===== src/rtl/pc_seq_pkg.sv =====
// ----------------------------------------------------------------------------
// pc_seq_pkg
// Shared definitions for the program-counter sequencer:
//   - pc_state_e   : sequencer FSM states (IDLE / RUN / STALL / HALT)
//   - PC_W_DEF     : default PC width in bits
//   - RESET_PC_DEF : default PC value used on reset and on clear
// ----------------------------------------------------------------------------
package pc_seq_pkg;

    localparam int PC_W_DEF     = 2;
    localparam int RESET_PC_DEF = 0;

    typedef enum logic [1:0] {
        ST_IDLE  = 2'd0,
        ST_RUN   = 2'd1,
        ST_STALL = 2'd2,
        ST_HALT  = 2'd3
    } pc_state_e;

endpackage : pc_seq_pkg


===== src/rtl/pc_incr.sv =====
// ----------------------------------------------------------------------------
// pc_incr
// PC_W-bit +1 incrementer with carry-out. Carry is set exactly when the
// input is all-ones, i.e. when the sum wraps to zero.
// Ports:
//   i_a      in   PC_W  operand
//   o_sum    out  PC_W  i_a + 1 modulo 2^PC_W
//   o_carry  out  1     carry-out of the addition
// ----------------------------------------------------------------------------
module pc_incr
    import pc_seq_pkg::*;
#(
    parameter int PC_W = PC_W_DEF
) (
    input  logic [PC_W-1:0] i_a,
    output logic [PC_W-1:0] o_sum,
    output logic            o_carry
);

    assign {o_carry, o_sum} = {1'b0, i_a} + {{PC_W{1'b0}}, 1'b1};

endmodule : pc_incr


===== src/rtl/pc_sequencer.sv =====
// ----------------------------------------------------------------------------
// pc_sequencer
// Program-counter register stage. Drives the +1 incrementer from the current
// PC and registers its sum as the next PC when fetch accepts the current one.
// Supports jump loads, stalls, a synchronous clear, and either halting or
// wrapping when the increment carries out (WRAP_HALT).
//
// Optional feature macro: PC_SKIP_EN
//   defined   -> adds input `skip`; an accept with skip=1 advances by 2
//                through a second chained incrementer; carry is the OR of
//                both stage carries.
//   undefined -> no skip port; the advance is always +1.
//
// Ports:
//   clk          in   1     rising-edge clock
//   rst_n        in   1     asynchronous active-low reset
//   run          in   1     1 = may advance, 0 = stall (hold PC)
//   clear        in   1     synchronous return to RESET_PC / IDLE, clears flags
//   load_valid   in   1     jump request (RUN/STALL only)
//   load_addr    in   PC_W  jump target
//   fetch_ready  in   1     fetch accepts pc_out this cycle
//   skip         in   1     (PC_SKIP_EN only) advance by 2 on accept
//   pc_out       out  PC_W  current PC
//   pc_valid     out  1     pc_out is valid for fetch
//   wrap_flag    out  1     sticky: an increment produced carry-out
//   halted       out  1     FSM is in HALT
//   dbg_state    out  2     current FSM state (observation only)
//
// Handshake: a transfer (accept) happens on a rising edge where
// pc_valid=1 and fetch_ready=1. Once pc_valid is raised it stays high until
// a transfer or a control event (stall, halt, clear, reset) takes the
// sequencer out of RUN; pc_out never changes under a pending transfer
// except through an explicit jump load.
// ----------------------------------------------------------------------------
module pc_sequencer
    import pc_seq_pkg::*;
#(
    parameter int              PC_W      = PC_W_DEF,
    parameter logic [PC_W-1:0] RESET_PC  = PC_W'(RESET_PC_DEF),
    parameter bit              WRAP_HALT = 1'b1
) (
    input  logic            clk,
    input  logic            rst_n,
    input  logic            run,
    input  logic            clear,
    input  logic            load_valid,
    input  logic [PC_W-1:0] load_addr,
    input  logic            fetch_ready,
`ifdef PC_SKIP_EN
    input  logic            skip,
`endif
    output logic [PC_W-1:0] pc_out,
    output logic            pc_valid,
    output logic            wrap_flag,
    output logic            halted,
    output pc_state_e       dbg_state
);

    pc_state_e       r_state;
    logic [PC_W-1:0] r_pc;
    logic            r_valid;
    logic            r_wrap;
    logic            r_halted;

    pc_state_e       w_next_state;
    logic [PC_W-1:0] w_next_pc;
    logic            w_next_wrap;
    logic            w_accept;
    logic [PC_W-1:0] w_sum1;
    logic            w_carry1;
    logic [PC_W-1:0] w_adv_sum;
    logic            w_adv_carry;

    // ---------------------------------------------------------------- datapath
    pc_incr #(.PC_W(PC_W)) u_incr1 (
        .i_a     (r_pc),
        .o_sum   (w_sum1),
        .o_carry (w_carry1)
    );

`ifdef PC_SKIP_EN
    logic [PC_W-1:0] w_sum2;
    logic            w_carry2;

    pc_incr #(.PC_W(PC_W)) u_incr2 (
        .i_a     (w_sum1),
        .o_sum   (w_sum2),
        .o_carry (w_carry2)
    );

    // A wrap in either stage counts as a carry for the skip advance.
    assign w_adv_sum   = skip ? w_sum2 : w_sum1;
    assign w_adv_carry = w_carry1 | (skip & w_carry2);
`else
    assign w_adv_sum   = w_sum1;
    assign w_adv_carry = w_carry1;
`endif

    assign w_accept = r_valid & fetch_ready;

    // ------------------------------------------------------ next-state logic
    always_comb begin
        w_next_state = r_state;
        w_next_pc    = r_pc;
        w_next_wrap  = r_wrap;

        unique case (r_state)
            ST_IDLE: begin
                if (run) begin
                    w_next_state = ST_RUN;
                end
            end

            ST_RUN: begin
                // A jump overrides the increment and never counts as a carry.
                if (load_valid) begin
                    w_next_pc = load_addr;
                end else if (w_accept) begin
                    if (w_adv_carry && WRAP_HALT) begin
                        w_next_state = ST_HALT;
                    end else begin
                        w_next_pc = w_adv_sum;
                        if (w_adv_carry) begin
                            w_next_wrap = 1'b1;
                        end
                    end
                end
                // Halting on carry takes precedence over dropping into stall.
                if (!run && (w_next_state != ST_HALT)) begin
                    w_next_state = ST_STALL;
                end
            end

            ST_STALL: begin
                if (load_valid) begin
                    w_next_pc = load_addr;
                end
                if (run) begin
                    w_next_state = ST_RUN;
                end
            end

            ST_HALT: begin
                // Only clear or reset leave HALT; loads are ignored.
            end

            default: begin
                w_next_state = ST_IDLE;
            end
        endcase

        if (clear) begin
            w_next_state = ST_IDLE;
            w_next_pc    = RESET_PC;
            w_next_wrap  = 1'b0;
        end
    end

    // -------------------------------------------------------------- registers
    // Status outputs are registered from the next state so they line up with
    // the state they describe.
    always_ff @(posedge clk or negedge rst_n) begin
        if (!rst_n) begin
            r_state  <= ST_IDLE;
            r_pc     <= RESET_PC;
            r_valid  <= 1'b0;
            r_wrap   <= 1'b0;
            r_halted <= 1'b0;
        end else begin
            r_state  <= w_next_state;
            r_pc     <= w_next_pc;
            r_valid  <= (w_next_state == ST_RUN);
            r_wrap   <= w_next_wrap;
            r_halted <= (w_next_state == ST_HALT);
        end
    end

    assign pc_out    = r_pc;
    assign pc_valid  = r_valid;
    assign wrap_flag = r_wrap;
    assign halted    = r_halted;
    assign dbg_state = r_state;

endmodule : pc_sequencer


===== config.mk =====
export PLATFORM = sky130hd
export DESIGN_NAME = pc_sequencer
export DESIGN_NICKNAME = d
export VERILOG_FILES = /design/src/rtl/pc_seq_pkg.sv /design/src/rtl/pc_incr.sv /design/src/rtl/pc_sequencer.sv
export SDC_FILE = /design/constraint.sdc
export NUM_CORES = 1
export LEC_CHECK = 0
export ABC_AREA = 0
export BUFFER_PORTS_ARGS = -buffer_cell sky130_fd_sc_hd__buf_2
export CAP_MARGIN = 20
export CORE_AREA = 2 2 39 41
export DETAILED_ROUTE_END_ITERATION = 12
export DIE_AREA = 0 0 41 43
export MAX_ROUTING_LAYER = met4
export PLACE_DENSITY = 0.48
export SLEW_MARGIN = 20
export SYNTH_ARGS = -nofsm -noshare
export SYNTH_HDL_FRONTEND = slang
export SYNTH_SLANG_ARGS = --single-unit

===== constraint.sdc =====
create_clock -name clk -period 3.5 [get_ports clk]
set_clock_uncertainty 0.2 [all_clocks]
set_input_delay 0.175 -clock clk [delete_from_list [all_inputs] [get_ports clk]]
set_output_delay 0.175 -clock clk [all_outputs]
set_load 0.02 [all_outputs]

==> metrics.yaml <==
clocking:
  clock_latency_ns: 0.24
  h-tree-depth: 1
  cts_buffers: 3
  cts_root_buf: "clkbuf_4"
  clk_pin_slew_ns: 0.04
  clock_sinks: 6
  cts_buffer_depth: 2
  cts_tree: "yes"
  cts_resized: 0
detailed_routing:
  drc_errors: 0
  wire_per_inst_um: 10.0
  vias_per_cell: 4.67
  vias: 336
  drt-initial-drc-count: 5
  antenna_left: 0
  routed_wl_um: 721
  dr.pass1.iters: 2
power_and_ir_drop:
  peakVddDrop_mv: 0.173
  power_mw: 0.172
  power.switching_mw: 0.0451
  seq_power_share_pct: 45.3
  p_per_area_nw_per_um2: 358
  p_int_mw: 0.127
  combPwrFrac_pct: 18.8
  p_leak_nw: 0.242
  switching_share_pct: 26.2
  p_clk_share_pct: 35.9
grt:
  antenna_found_initial: 0
  first_global_vias: 302
  grt-ovfl-total: 0
  grt_pass1_wl_um: 1240
  grt_max_degree: 11
  grt_usage_pct: 11.3
critical_path:
  worstReg2RegStart: "pc_out[0]"
  cp.required_ns: 3.47
  critPathLaunch: "pc_out[0]"
  cp-start-kind: "flip-flop"
  worstSetupPathType: "reg2reg"
  crit_path_end_kind: "flip-flop"
  cp.arrival_ns: 1.73
  cp_max_fo: 6
synth:
  synth_cell_type_count: 20
  synthesis.area_um2: 350
  syn_nets: 47
  yosysWarnings: 0
  ys_seq_area_share_pct: 42.9
  ys_ff_latch: 6
  synth.avg_cell_area_um2: 9.22
  syn_inst: 38
final_layout:
  diodes: 0
  multiInputGateArea_um2: 185
  nets: 67
  post_route_cells_drive_above_1_share_pct: 32.1
  fill_cells: 153
  area_delta_synth_final_pct: 37.1
  regArea_um2: 150
timing:
  finalHoldViolations: 0
  fmax_mhz: 568
  slew_viol_final: 0
  setup_tns_ns: 0
  fin_crit_ns: 1.76
  setup_violations: 0
  holdWs_ns: 0.0768
  period_share_pct: 50.3
  rsz0062_at_grt: "false"
floorplan:
  dieArea_um2: 1760
  core_um2: 1380
  pin_count: 15
  rows: 14
  fp.dieW_um: 41
  die_h_um: 43
  start_util_pct: 25.3
placed_design:
  place_congestion: 0.727
  dp_hpwl_um: 535
  io_buffer_count: 13
hold_path:
  min_path_type: "in2async"
status:
  run_status: "finished clean"
flow_run:
  cap_violations: 0
==> flip-flops by register name (all words and copies together), names as in the netlist <==
signal and flops:
pc_valid 1, pc_out 2, dbg_state 2, halted 1
==> critical path: stages (launching register included) <==
cell	delay, ns
dfrtp_1	0.42
ha_1	0.23
nand3b_1	0.18
or3_1	0.36
a21o_1	0.16
a21oi_1	0.14
==> worst paths after layout <==
path | endpoint | slack, ns | depth (start not counted)
worst max-delay path | pc_out[0] | 1.74 | 5
worst min-delay path | pc_out[0] | 0.08 | 2
worst max register to register | pc_out[0] | 1.74 | 5
worst min register to register | pc_out[1] | 0.40 | 2
max in group asynchronous | pc_out[1] | 2.89 | 2
min in group clk | pc_out[0] | 0.08 | 3
==> through the flow <==
| step | cells | setup WS, ns | util, % | instance area [µm²] |
|---|---|---|---|---|
| global route | 72 | 1.64 | 34.7 | 480 |
| detailed placement | 66 | 1.74 | 30.9 | 428 |
| global placement | 66 | 1.77 | 30.9 | 428 |
| floorplan | 38 | 1.73 | - | 350 |
| finish | 72 | 1.74 | 34.7 | 480 |
| CTS | 72 | 1.72 | 34.7 | 480 |
==> cell usage after synthesis <==
library cell	number	share of area (%)
a21o_1	1	2.1
and4b_2	1	3.2
or3_1	1	1.8
nand2_1	2	2.1
mux2_2	1	3.2
buf_4	1	2.1
nand3b_1	3	6.4
inv_1	2	2.1
o21ai_0	1	1.4
a211oi_1	1	2.1
conb_1	1	1.1
a21oi_1	6	8.6
nor2_1	3	3.2
dfrtp_1	6	43
ha_1	1	3.6
nand3_1	1	1.4
nand2b_1	3	5.4
mux2i_1	1	2.9
o21bai_1	1	2.1
o211ai_1	1	2.1
==> routing by layer <==
layer	vias up	part of all wire [%]	GRT usage [%]
met1	150	48	14.9
met3	4	5.3	3.14
met2	10	44	13.4
met4	0	2.6	10.0
met5	-	0	-
li1	172	-	-
==> layout by cell type (no fill, tap or decap), drive strengths merged <==
cell type    count
o211ai           1
a21o             1
o21ai            1
or3              1
a211oi           1
buf             13
mux2             1
ha               1
a21oi            6
o21bai           1
mux2i            1
inv              2
conb             1
nand2b           3
nand3b           3
dlygate4sd3      3
nand3            1
dfrtp            6
nor2             3
nand2            2
clkbuf           3
and4b            1
==> cells by family after synthesis <==
group / synth area share, %
flops: 42.9
fa+ha+maj: 3.57
compound gates: 18.6
buf+inv: 4.29
simple gates: 23.6
mux: 6.07
other cells: 1.07
==> cell type report <==
| type | instances | share of cell area [%] |
|---|---|---|
| Multi-Input combinational cell | 29 | 38.5 |
| Sequential cell | 6 | 31.2 |
| Timing Repair Buffer | 16 | 19.8 |
| Clock buffer | 3 | 4.69 |
| Tap cell | 16 | 4.17 |
| Inverter | 2 | 1.56 |
==> power by group through the flow <==
| stage | Clock (mW) | Sequential, mW | Combinational [mW] |
|---|---|---|---|
| final | 0.0618 | 0.0779 | 0.0323 |
| after global routing | 0.0708 | 0.0785 | 0.0367 |
| after CTS | 0.0644 | 0.0778 | 0.0328 |
| after detailed placement | 0 | 0.0788 | 0.0299 |
| after global placement | 0 | 0.0787 | 0.0305 |
| after floorplan | 0 | 0.0822 | 0.0143 |
==> timing repair <==
item / in CTS / in global routing
buffers inserted: 0 / 0
endpoints found under the setup margin: 0 / 0
hold buffers: 3 / 0
endpoints found under the hold margin: 11 / 0
No activity file was read; power rests on OpenSTA's default activity.
